$ cat config.mk
export PLATFORM = sky130hd
export DESIGN_NAME = keyed_fsm_lock
export DESIGN_NICKNAME = d
export VERILOG_FILES = /design/src/rtl/keyed_fsm_lock_pkg.sv /design/src/rtl/keyed_fsm_lock_lfsr.sv /design/src/rtl/keyed_fsm_lock.sv
export SDC_FILE = /design/constraint.sdc
export NUM_CORES = 1
export LEC_CHECK = 0
export ABC_AREA = 1
export BUFFER_PORTS_ARGS = -buffer_cell sky130_fd_sc_hd__buf_4
export CORE_MARGIN = 3
export CORE_UTILIZATION = 48
export CTS_CLUSTER_DIAMETER = 60
export DETAILED_ROUTE_END_ITERATION = 10
export PLACE_DENSITY = 0.76
export SLEW_MARGIN = 20
export SYNTH_ARGS = -nofsm -noshare
export SYNTH_HDL_FRONTEND = slang
export SYNTH_SLANG_ARGS = --single-unit
$ cat constraint.sdc
create_clock -name clk -period 1.4 [get_ports clk]
set_input_delay 0.42 -clock clk [delete_from_list [all_inputs] [get_ports clk]]
set_output_delay 0.42 -clock clk [all_outputs]
set_load 0.02 [all_outputs]
$ cat src/rtl/keyed_fsm_lock_pkg.sv
// Shared types and constants for the keyed FSM lock: state encoding,
// failure-mode selectors and the scrambler tap table.
package keyed_lock_pkg;

  typedef enum logic [1:0] {
    LOCKED    = 2'd0,
    UNLOCKED  = 2'd1,
    BLACKHOLE = 2'd2
  } lock_state_t;

  localparam int MODE_RETRY     = 0;
  localparam int MODE_BLACKHOLE = 1;

  // Feedback masks for a right-shifting Fibonacci LFSR: bit k of the mask
  // corresponds to polynomial term x^(W-k). Unsupported widths return 0.
  function automatic logic [31:0] lfsr_taps(input int width);
    case (width)
      8:       return 32'h0000_001D;  // x^8+x^6+x^5+x^4+1
      16:      return 32'h0000_002D;  // x^16+x^14+x^13+x^11+1
      24:      return 32'h0000_0087;  // x^24+x^23+x^22+x^17+1
      32:      return 32'hC000_0401;  // x^32+x^22+x^2+x^1+1
      default: return 32'h0000_0000;
    endcase
  endfunction

endpackage

$ cat src/rtl/keyed_fsm_lock_lfsr.sv
// Fibonacci LFSR scrambler; shifts right with feedback into the MSB and
// holds its value whenever advance is low.
module lock_lfsr
  import keyed_lock_pkg::*;
#(
  parameter int                LFSR_W    = 16,
  parameter logic [LFSR_W-1:0] LFSR_SEED = LFSR_W'(16'hACE1),
  parameter logic [LFSR_W-1:0] TAPS      = LFSR_W'(lfsr_taps(LFSR_W))
) (
  input  logic              clk,
  input  logic              rst_n,
  input  logic              advance,
  output logic [LFSR_W-1:0] state
);

  logic [LFSR_W-1:0] state_reg, state_next;
  logic              feedback;

  if (TAPS == '0) begin : g_bad_taps
    $error("lock_lfsr: no tap mask for LFSR_W=%0d", LFSR_W);
  end

  assign feedback = ^(state_reg & TAPS);

  always_comb begin
    state_next = state_reg;
    if (advance) begin
      state_next = {feedback, state_reg[LFSR_W-1:1]};
    end
  end

  always_ff @(posedge clk or negedge rst_n) begin
    if (!rst_n) begin
      state_reg <= LFSR_SEED;
    end else begin
      state_reg <= state_next;
    end
  end

  assign state = state_reg;

endmodule

$ cat src/rtl/keyed_fsm_lock.sv
// Sequential key lock: holds the guarded core disabled and scrambles its
// outputs until the configured key sequence is applied on consecutive key_valid edges.
module keyed_fsm_lock
  import keyed_lock_pkg::*;
#(
  parameter int                       KEY_W     = 8,
  parameter int                       SEQ_LEN   = 4,
  parameter logic [SEQ_LEN*KEY_W-1:0] KEY_SEQ   = 32'hE10F3CA5,
  parameter int                       OUT_W     = 16,
  parameter int                       LFSR_W    = 16,
  parameter logic [LFSR_W-1:0]        LFSR_SEED = 16'hACE1,
  parameter int                       MODE      = 0,
  parameter int                       TIMEOUT   = 0,
  localparam int                      SEQ_IDX_W = (SEQ_LEN > 1) ? $clog2(SEQ_LEN) : 1
) (
  input  logic                 clk,
  input  logic                 rst_n,
  input  logic [KEY_W-1:0]     key_in,
  input  logic                 key_valid,
  input  logic                 relock,
  input  logic [OUT_W-1:0]     core_out,
  output logic                 core_en,
  output logic [OUT_W-1:0]     fn_out,
  output logic                 unlocked,
  output logic                 blackhole,
  output logic [SEQ_IDX_W-1:0] seq_idx
);

  localparam int IDLE_W = (TIMEOUT > 0) ? $clog2(TIMEOUT + 1) : 1;

  lock_state_t          state_reg, state_next;
  logic [SEQ_IDX_W-1:0] seq_idx_reg, seq_idx_next;
  logic [IDLE_W-1:0]    idle_reg, idle_next;
  logic [OUT_W-1:0]     fn_out_reg, fn_out_next;
  logic [LFSR_W-1:0]    lfsr_state;
  logic                 lfsr_advance;
  logic [KEY_W-1:0]     step [SEQ_LEN];
  logic                 key_match, last_step, timeout_hit;

  if (OUT_W > LFSR_W) begin : g_bad_out_w
    $error("keyed_fsm_lock: OUT_W=%0d exceeds LFSR_W=%0d", OUT_W, LFSR_W);
  end
  if (LFSR_SEED == '0) begin : g_bad_seed
    $error("keyed_fsm_lock: LFSR_SEED must be non-zero");
  end

  for (genvar gi = 0; gi < SEQ_LEN; gi++) begin : g_step
    assign step[gi] = KEY_SEQ[gi*KEY_W +: KEY_W];
  end

  assign key_match = (key_in == step[seq_idx_reg]);
  assign last_step = (seq_idx_reg == SEQ_IDX_W'(SEQ_LEN - 1));

  // Fires on the TIMEOUT-th consecutive idle cycle with a partial sequence.
  if (TIMEOUT > 0) begin : g_timeout
    assign timeout_hit = (idle_reg == IDLE_W'(TIMEOUT - 1));
  end else begin : g_no_timeout
    assign timeout_hit = 1'b0;
  end

  lock_lfsr #(
    .LFSR_W   (LFSR_W),
    .LFSR_SEED(LFSR_SEED),
    .TAPS     (LFSR_W'(lfsr_taps(LFSR_W)))
  ) u_lfsr (
    .clk    (clk),
    .rst_n  (rst_n),
    .advance(lfsr_advance),
    .state  (lfsr_state)
  );

  always_ff @(posedge clk or negedge rst_n) begin
    if (!rst_n) begin
      state_reg   <= LOCKED;
      seq_idx_reg <= '0;
      idle_reg    <= '0;
    end else begin
      state_reg   <= state_next;
      seq_idx_reg <= seq_idx_next;
      idle_reg    <= idle_next;
    end
  end

  always_comb begin
    state_next   = state_reg;
    seq_idx_next = seq_idx_reg;
    idle_next    = '0;
    case (state_reg)
      LOCKED: begin
        if (relock) begin
          seq_idx_next = '0;
        end else if (key_valid) begin
          if (key_match && last_step) begin
            state_next   = UNLOCKED;
            seq_idx_next = '0;
          end else if (key_match) begin
            seq_idx_next = seq_idx_reg + 1'b1;
          end else begin
            // No overlap matching: a wrong word always restarts at step 0.
            seq_idx_next = '0;
            if (MODE == MODE_BLACKHOLE) begin
              state_next = BLACKHOLE;
            end
          end
        end else if ((TIMEOUT > 0) && (seq_idx_reg != '0)) begin
          if (timeout_hit) begin
            seq_idx_next = '0;
          end else begin
            idle_next = idle_reg + 1'b1;
          end
        end
      end
      UNLOCKED: begin
        if (relock) begin
          state_next   = LOCKED;
          seq_idx_next = '0;
        end
      end
      BLACKHOLE: begin
        state_next = BLACKHOLE;
      end
      default: begin
        state_next   = LOCKED;
        seq_idx_next = '0;
      end
    endcase
  end

  // Outputs decode the registered state, so fn_out lags a state change by one edge.
  always_comb begin
    unlocked     = (state_reg == UNLOCKED);
    blackhole    = (state_reg == BLACKHOLE);
    core_en      = (state_reg == UNLOCKED);
    lfsr_advance = (state_reg != UNLOCKED);
    fn_out_next  = core_out ^ lfsr_state[OUT_W-1:0];
    case (state_reg)
      UNLOCKED:  fn_out_next = core_out;
      BLACKHOLE: fn_out_next = lfsr_state[OUT_W-1:0];
      default:   fn_out_next = core_out ^ lfsr_state[OUT_W-1:0];
    endcase
  end

  always_ff @(posedge clk or negedge rst_n) begin
    if (!rst_n) begin
      fn_out_reg <= '0;
    end else begin
      fn_out_reg <= fn_out_next;
    end
  end

  assign fn_out  = fn_out_reg;
  assign seq_idx = seq_idx_reg;

endmodule

==> summary.md <==
| Metric | Value |
|---|---|
| Slew headroom | `70.15%` |
| Crit-path cells | `inv_2 -> ha_4 -> buf_6` |
| Nets@finish | `339` |
| Total CTS buffers | `5` |
| Dpl ws | `-0.08654 ns` |
| Design area | `2685 um2` |
| Static leakage | `1.168 nW` |
| First-pass GRT wire length | `6.955 mm` |
| Post-Syn Instances | `245` |
| Final non-filler cell total | `351` |
| FF-to-FF Start | `seq_idx[0]` |
| Met2 routed WL | `1.984 mm` |
| DP HPWL | `2.782 mm` |
| Top layer used by detailed routing | `met4` |
| Reg clk slew, reported paths | `0.07 ns` |
| Row cnt | `22` |
| Syn-to-layout area delta | `35.39%` |
| WL met1 | `1.909 mm` |
| Sequential area share after synthesis | `45.93%` |
| Starting density of the core | `51.83%` |
| Utilization after layout | `70.18%` |
| Ant diodes | `0` |
| Yosys warning count | `0` |
| Hold_buf cts | `0` |
| FMAX | `0.6645 GHz` |
| Total grt overflow | `0` |
| Status | `finished, violations left` |
| Failing checks | `setup timing` |
| Power per Cell Area | `779.4 nW/um2` |
| Worst-path maximum fanout | `3` |
| RR Endpoint | `seq_idx[1]` |
| Drt initial violations | `80` |
| Total Routing Usage GR | `17.10%` |
| Placed insts | `338` |
| Slew @ Worst Pin | `0.4478 ns` |
| Drt drc | `0` |
| Slew Viols, Final | `0` |
| Max-cap viol count | `0` |
| Commonest non-fill, non-tap cell in the layout | `nand2_1` |
| Worst-Skew Late Latency | `0.28 ns` |
| Number of port buffers | `48` |
| Worst EP arrival | `1.08 ns` |
| Net Count, Synth | `282` |
| Slowest-stage cell, CP | `dfrtp_1` |
| Dpl cell area | `2451 um2` |
| CP endpoint kind | `output port` |
| I/O Pins | `49` |
| Initial antenna violation count | `0` |
| Drt total wl | `4.178 mm` |
| Fin crit period | `1.505 ns` |
| Final hold viol count | `0` |
| Unrepaired setup endpoints after global routing | `true` |
| Most frequent cells in the layout | `nand2_1, buf_4, dfrtp_1` |
| CTS Buffer Depth | `2` |
| H-tree levels | `2` |
| Share of layout cells above drive strength 1 | `31.35%` |
| Yosys cell types | `22` |
| Post-DRT Antenna Nets | `0` |
| GP Congestion | `0.8355` |
| Worst Path Required | `0.98 ns` |
| Vias/cell | `4.840` |
| WL met3 | `241 um` |
| Worst r2r path cells | `8` |
| Mean Syn Cell Area | `8.094 um2` |
| # setup viols final | `11` |
| Layout Skew | `0.004044 ns` |
| Setup ws final | `-0.1049 ns` |
| Chip width | `70.28 um` |
| R2r setup slk | `-0.09 ns` |
| Worst min path class | `in2async` |
| Number of global-route vias before repair | `1637` |
| Startpoint types | `flop` |
| Die area | `4939 um2` |
| CTS tree | `yes` |
| Synthesized cell area | `1983 um2` |
| Tcrit/Tclk final | `107.5%` |
| Maximum vdd ir drop | `0.6007 mV` |
| Die Y | `70.28 um` |
| Core region area | `3826 um2` |
| Start point of the critical path | `state_reg[1]` |
| Via count | `1699` |
| DR WL/cell | `11.90 um` |
| Router iterations before antenna repair | `5` |
| Number of synthesized register bits | `36` |
| Highest cell delay on the worst timing path | `0.43 ns` |
| Worst Setup EP | `core_en` |
| Sink Count | `36` |
| CP Class | `reg2out` |
| Root Driver | `clkbuf_8` |
| Largest net degree at the start of global routing | `49` |
-- worst max-delay path: cells and delay by family (launching register included) --
kind	cells	cell delay, ns
adders and majority gates	1	0.17
buffers and inverters	2	0.20
DFF	1	0.43
-- cells in the mapped netlist --
master    count  area, um2
a21oi_1       3      15.01
a22o_1        1      8.760
and2_1        1      6.260
buf_1         1      3.750
buf_2         5      25.02
buf_4         1      7.510
clkbuf_1      3      11.26
clkinv_1      1      3.750
dfrtp_1      28      700.7
dfstp_2       8      210.2
ha_1          9      112.6
inv_1        28      105.1
inv_2         1      3.750
nand2_1      68      255.2
nand3_1       5      25.02
nand3b_1      1      7.510
nor2_1       11      41.29
nor3_2        2      20.02
o21ai_0      24      120.1
o21ai_1      22      110.1
or2_0         1      6.260
xnor2_1      21      183.9
-- worst min-delay path by stage --
| stage | slack (ns) | startpoint | endpoint |
|---|---|---|---|
| 2_1_floorplan | 0.12 | rst_n | fn_out[0] |
| 3_3_place_gp | 0.40 | rst_n | fn_out[8] |
| 3_5_place_dp | 0.40 | rst_n | fn_out[8] |
| 4_1_cts | 0.09 | rst_n | fn_out[12] |
| 5_1_grt | 0.10 | rst_n | fn_out[8] |
| 6_report | 0.08 | rst_n | fn_out[8] |
-- metal layers --
| layer | global-route usage (%) | vias up |
|---|---|---|
| li1 | - | 875 |
| met1 | 21.15 | 773 |
| met2 | 29.31 | 46 |
| met3 | 4.029 | 5 |
| met4 | 5.319 | 0 |
| met5 | 0 | - |
-- timing repair --
item / 4_1_cts / 5_1_grt
pin swaps: 2 / 5
endpoints found under the setup margin: 9 / 25
gates cloned: 0 / 1
gates resized for setup: 15 / 10
setup buffers: 4 / 0
-- report_power, final --
group	switching, mW	leakage, nW	internal (mW)	total (mW)
sequential	0.00631	0.433	1.06	1.07
combinational	0.110	0.684	0.111	0.221
clock	0.353	0.0515	0.449	0.802
total	0.469	1.17	1.62	2.09
-- logic make-up after synthesis --
logic type,count (synthesis),share of synthesized area [%]
compound gates,50,12.81
xor+xnor,21,9.275
fa+ha+maj,9,5.678
buf+inv,40,8.075
flops,36,45.93
simple gates,89,18.23
-- final cells by class --
cell class / count / area (um2)
multi-input cells: 169 / 975.9
repair buffers: 60 / 519.2
fillers: 308 / 1141
clock buffers: 8 / 100.1
inverters: 30 / 116.4
flip-flops and latches: 36 / 913.4
well taps: 48 / 60.06
-- stage by stage --
| step | hold slack (ns) | power, mW | setup TNS [ns] |
|---|---|---|---|
| detailed placement | 0.3999 | 1.308 | -0.1897 |
| finish | 0.07912 | 2.093 | -0.6923 |
| floorplan | 0.1244 | 1.173 | -0.07194 |
| global placement | 0.3997 | 1.306 | -0.08946 |
| CTS | 0.09144 | 2.109 | -0.7268 |
| global route | 0.1036 | 2.174 | -2.193 |
Power figures use the tool's default switching activity.
